===== src/rtl/mem_rr_arbiter.sv =====
// rtl/mem_rr_arbiter.sv - N-channel round-robin memory arbiter with request/accept/ack handshake
// Optional MEM_RR_ARB_PRIO_EN adds chPrio: eligible high-priority channels are scanned exclusively.
module mem_rr_arbiter #(
  parameter int NUM_CH     = 4,
  parameter int ADDR_WIDTH = 32,
  parameter int DATA_WIDTH = 32,
  parameter int CH_BITS    = $clog2(NUM_CH)
) (
  input  logic                         clk,
  input  logic                         reset,
  input  logic [NUM_CH-1:0]            chReq,
  input  logic [NUM_CH-1:0]            chWr,
  input  logic [NUM_CH*ADDR_WIDTH-1:0] chAddr,
  input  logic [NUM_CH*DATA_WIDTH-1:0] chWData,
`ifdef MEM_RR_ARB_PRIO_EN
  input  logic [NUM_CH-1:0]            chPrio,
`endif
  output logic [NUM_CH-1:0]            chReady,
  output logic [DATA_WIDTH-1:0]        chRData,
  output logic [CH_BITS-1:0]           grantId,
  output logic                         grantValid,
  output logic                         memReq,
  output logic                         memWr,
  output logic [ADDR_WIDTH-1:0]        memAddr,
  output logic [DATA_WIDTH-1:0]        memDataIn,
  input  logic                         memBusy,
  input  logic                         memAck,
  input  logic [DATA_WIDTH-1:0]        memDataOut
);

  typedef enum logic [1:0] {IDLE, ISSUE, WAIT} state_t;

  state_t                state_q, state_d;
  logic [CH_BITS-1:0]    last_grant_q, last_grant_d;
  logic [CH_BITS-1:0]    grant_id_q, grant_id_d;
  logic                  wr_q, wr_d;
  logic [ADDR_WIDTH-1:0] addr_q, addr_d;
  logic [DATA_WIDTH-1:0] wdata_q, wdata_d;
  logic [NUM_CH-1:0]     ch_ready_q, ch_ready_d;
  logic [DATA_WIDTH-1:0] ch_rdata_q, ch_rdata_d;

  logic [NUM_CH-1:0]     eligible;
  logic [NUM_CH-1:0]     scan_set;
  logic                  found;
  logic [CH_BITS-1:0]    pick;
  logic [CH_BITS-1:0]    cand;
  int                    idx;

  // A channel whose completion pulse is high this cycle sits out one arbitration round.
  always_comb begin
    eligible = chReq & ~ch_ready_q;
`ifdef MEM_RR_ARB_PRIO_EN
    scan_set = (|(eligible & chPrio)) ? (eligible & chPrio) : eligible;
`else
    scan_set = eligible;
`endif
    found = 1'b0;
    pick  = '0;
    cand  = '0;
    idx   = 0;
    for (int off = 1; off <= NUM_CH; off++) begin
      idx = int'(last_grant_q) + off;
      if (idx >= NUM_CH) idx = idx - NUM_CH;
      cand = CH_BITS'(idx);
      if (!found && scan_set[cand]) begin
        found = 1'b1;
        pick  = cand;
      end
    end
  end

  always_comb begin
    state_d      = state_q;
    last_grant_d = last_grant_q;
    grant_id_d   = grant_id_q;
    wr_d         = wr_q;
    addr_d       = addr_q;
    wdata_d      = wdata_q;
    ch_ready_d   = '0;
    ch_rdata_d   = ch_rdata_q;
    unique case (state_q)
      IDLE: begin
        if (found) begin
          grant_id_d = pick;
          wr_d       = chWr[pick];
          addr_d     = chAddr[int'(pick)*ADDR_WIDTH +: ADDR_WIDTH];
          wdata_d    = chWData[int'(pick)*DATA_WIDTH +: DATA_WIDTH];
          state_d    = ISSUE;
        end
      end
      ISSUE: begin
        if (!memBusy) state_d = WAIT;
      end
      WAIT: begin
        if (memAck) begin
          ch_rdata_d   = memDataOut;
          ch_ready_d   = NUM_CH'(1) << grant_id_q;
          last_grant_d = grant_id_q;
          state_d      = IDLE;
        end
      end
      default: state_d = IDLE;
    endcase
  end

  always_ff @(posedge clk or negedge reset) begin
    if (!reset) begin
      state_q      <= IDLE;
      last_grant_q <= CH_BITS'(NUM_CH - 1);
      grant_id_q   <= '0;
      wr_q         <= 1'b0;
      addr_q       <= '0;
      wdata_q      <= '0;
      ch_ready_q   <= '0;
      ch_rdata_q   <= '0;
    end else begin
      state_q      <= state_d;
      last_grant_q <= last_grant_d;
      grant_id_q   <= grant_id_d;
      wr_q         <= wr_d;
      addr_q       <= addr_d;
      wdata_q      <= wdata_d;
      ch_ready_q   <= ch_ready_d;
      ch_rdata_q   <= ch_rdata_d;
    end
  end

  // Handshake outputs decode straight from state so reset drops them without waiting for a clock.
  assign memReq     = (state_q == ISSUE);
  assign grantValid = (state_q != IDLE);
  assign grantId    = grant_id_q;
  assign memWr      = wr_q;
  assign memAddr    = addr_q;
  assign memDataIn  = wdata_q;
  assign chReady    = ch_ready_q;
  assign chRData    = ch_rdata_q;

endmodule


===== config.mk =====
export PLATFORM = sky130hd
export DESIGN_NAME = mem_rr_arbiter
export DESIGN_NICKNAME = d
export VERILOG_FILES = /design/src/rtl/mem_rr_arbiter.sv
export SDC_FILE = /design/constraint.sdc
export NUM_CORES = 1
export LEC_CHECK = 0
export BUFFER_PORTS_ARGS = -buffer_cell sky130_fd_sc_hd__buf_2
export CAP_MARGIN = 10
export CELL_PAD_IN_SITES_DETAIL_PLACEMENT = 1
export CELL_PAD_IN_SITES_GLOBAL_PLACEMENT = 1
export CORE_AREA = 2 2 155 157
export CTS_BUF_LIST = sky130_fd_sc_hd__clkbuf_4 sky130_fd_sc_hd__clkbuf_8 sky130_fd_sc_hd__clkbuf_16
export DETAILED_ROUTE_END_ITERATION = 8
export DIE_AREA = 0 0 157 159
export PLACE_DENSITY = 0.73
export SETUP_SLACK_MARGIN = 0.5
export SLEW_MARGIN = 20
export SYNTH_ARGS = -nofsm -noshare
export SYNTH_HDL_FRONTEND = slang
export SYNTH_SLANG_ARGS = --single-unit
export TNS_END_PERCENT = 1

===== constraint.sdc =====
create_clock -name clk -period 3.6 [get_ports clk]
set_clock_uncertainty 0.05 [all_clocks]
set_input_delay 0.54 -clock clk [delete_from_list [all_inputs] [get_ports clk]]
set_output_delay 0.54 -clock clk [all_outputs]
set_load 0.01 [all_outputs]

==> reports/results.ini <==
[grt]
grt_overflow_total=0
grt_pass1_vias=6331
grt_pass1_wl_um=33800
antenna_found_initial=0
grt_max_degree=71
grtUsageTotal_pct=17.2

[cells_and_area]
area_growth_pct=43.2
drive_above_1_share_pct=47.8
diodes=0
layout_commonest_cell=buf_2
num-nets-final=1229
nFillCells=2774
layout_common_cells=buf_2 (403), nand2_1 (170), mux2i_1 (130)

[cts]
cts_buffers=9
cts.sinks=107
clk_pin_slew_ns=0.09
cts_htree_levels=3
worst_skew_pair.late_latency_ns=0.35
ctsRootBufferMaster=clkbuf_16
clk_path_buf_depth=2
ctsResizeCount=0
cts_tree=built
hold_buffers=0
post_cts_buffers=0

[timing]
setup_violations=0
setup_tns_ns=0
slew_violations=0
slew-limit-headroom_pct=43.1
rsz0062_at_grt=false
hold_viol_final=0
fmax_mhz=384
fin_hold_ws_ns=0.166
finalCriticalPeriod_ns=2.61
period_share_pct=72.4
worst_slew_pin_slew_ns=0.854

[placement]
placement.io_buffers=404
routabilityCongestion=0.774
dp_hpwl_um=17100

[logic_synthesis]
synth_seq_area_share_pct=46.2
synthDominantAreaCellType=dfrtp_1
synth_top_area_share_pct=45.3
synth_top_flop_cell=dfrtp_1
synth_seq_cells=107
synthArstFlopShare_pct=100
synth_edf_count=0
syn-num-nets=850
syn_area_sq_um=5810
avgSynthCellArea_sq_um=10.6
ys_warn_count=0
synthTopCellsByArea=dfrtp_1 (45%), mux2i_1 (22%), nand2_1 (11%)
synthCells=550
synthDistinctLibCells=33

[worst_setup_path]
cp-end-kind=register
worstReg2RegEnd=memAddr[2]
r2r_cells=6
r2r_start=last_grant_q[1]
r2r_setup_slack_ns=0.99
crit_fanout=36
start_kind=register
arrival_ns=2.80
crit_type=reg -> reg
required_ns=3.80

[outcome]
status=completed

[routing]
drt_iter0_markers=210
wl_per_cell_um=17.5
routed_via_density=4.59
drt_pass1_iterations=4
wl_um=22000
ant_nets=0
vias=5755
drc=0

[run]
maxCapViolations=0

[power_and_ir_drop]
powerDensity_nw_per_um2=763
ir_drop_mv=0.360
p_leak_nw=4.57

[floorplan]
core_sq_um=23200
die_h_um=159
start_util_pct=25.0
dieArea_sq_um=25000
io_pins=405
die_x_um=157
rows=56

[min_path]
worstHoldPathType=in -> async

==> layer usage <==
metal  routed length [um]  up-vias  GRT usage (%)
met5                    0        -              0
met4                  492        0           5.80
met3                 1650       26           3.95
met2                11000      246           30.7
met1                 8830     2750           20.0
li1                     -     2733              -
==> worst max-delay path by stage <==
stage | cells after the start | slack (ns) | endpoint | from
after floorplan | 8 | 1.72 | memAddr[22] | last_grant_q[1]
after global placement | 7 | 0.98 | memDataIn[21] | chReq[0]
after detailed placement | 7 | 0.86 | memAddr[2] | chReq[1]
after CTS | 6 | 0.95 | memAddr[2] | last_grant_q[1]
after global routing | 6 | 0.78 | memAddr[2] | last_grant_q[1]
final | 6 | 0.99 | memAddr[2] | last_grant_q[1]
==> critical path, stage by stage (launching register included) <==
cell and delay, ns:
dfstp_2 0.58, and3b_1 0.20, o22ai_1 0.09, a221oi_2 0.36, nand3_4 0.47, buf_4 0.44
o221ai_1 0.26
==> final cells by class <==
cell class                      count  area, sq um  area share (%)
Timing Repair Buffer              411         2110            25.4
Tap cell                          319          399            4.80
Sequential cell                   107         2680            32.2
Clock inverter                      7         66.3           0.798
Multi-Input combinational cell    399         2820            34.0
Clock buffer                        9          225            2.71
Inverter                            1         3.75          0.0452
==> report_power, final <==
group | total, W | switching (W) | internal, W
registers | 0.00211 | 0.000326 | 0.00178
clock network | 0.00100 | 0.000512 | 0.000489
logic | 0.00324 | 0.00187 | 0.00137
total | 0.00634 | 0.00271 | 0.00364
==> stage by stage <==
step,instance area [sq um],total power (W),setup WS (ns),cells,util (%)
after detailed placement,8020,0.00545,0.864,1237,34.6
after global placement,8020,0.00534,0.985,1237,34.6
after CTS,8310,0.00648,0.946,1253,35.8
final,8310,0.00634,0.994,1253,35.8
after floorplan,5810,0.00426,1.72,550,-
after global routing,8310,0.00684,0.782,1253,35.8
==> flip-flops by register name, summed over array words and instances (netlist names) <==
| register | count |
|---|---|
| last_grant_q | 2 |
| chRData | 32 |
| memWr | 1 |
| memDataIn | 32 |
| state_q | 2 |
| chReady | 4 |
| grantId | 2 |
| memAddr | 32 |
==> Yosys cell counts (2+ instances only) <==
cell type         n
dfstp_2           2
nor3_1            2
mux2i_1         130
dlymetal6s2s_1    2
and3b_1           2
nor3b_1           2
dfrtp_1         105
buf_2             9
mux2_2            2
nor2_1            5
nor2b_1           3
a21oi_1           2
buf_4             2
o221ai_2         10
nand3b_1          2
clkbuf_1         14
o221ai_1         55
nand2b_1          4
nand2_1         170
buf_6            14
==> kinds of logic (layout without fill, tap and decap cells) <==
logic type,Yosys count,count (layout),synth area share (%)
DFF,107,107,46.2
and+or+nand+nor,197,197,14.0
AOI/OAI and AO/OA,70,70,11.5
muxes,132,132,22.8
buffers and inverters,44,428,5.54
Note: power is estimated with default switching activity, not from simulation.
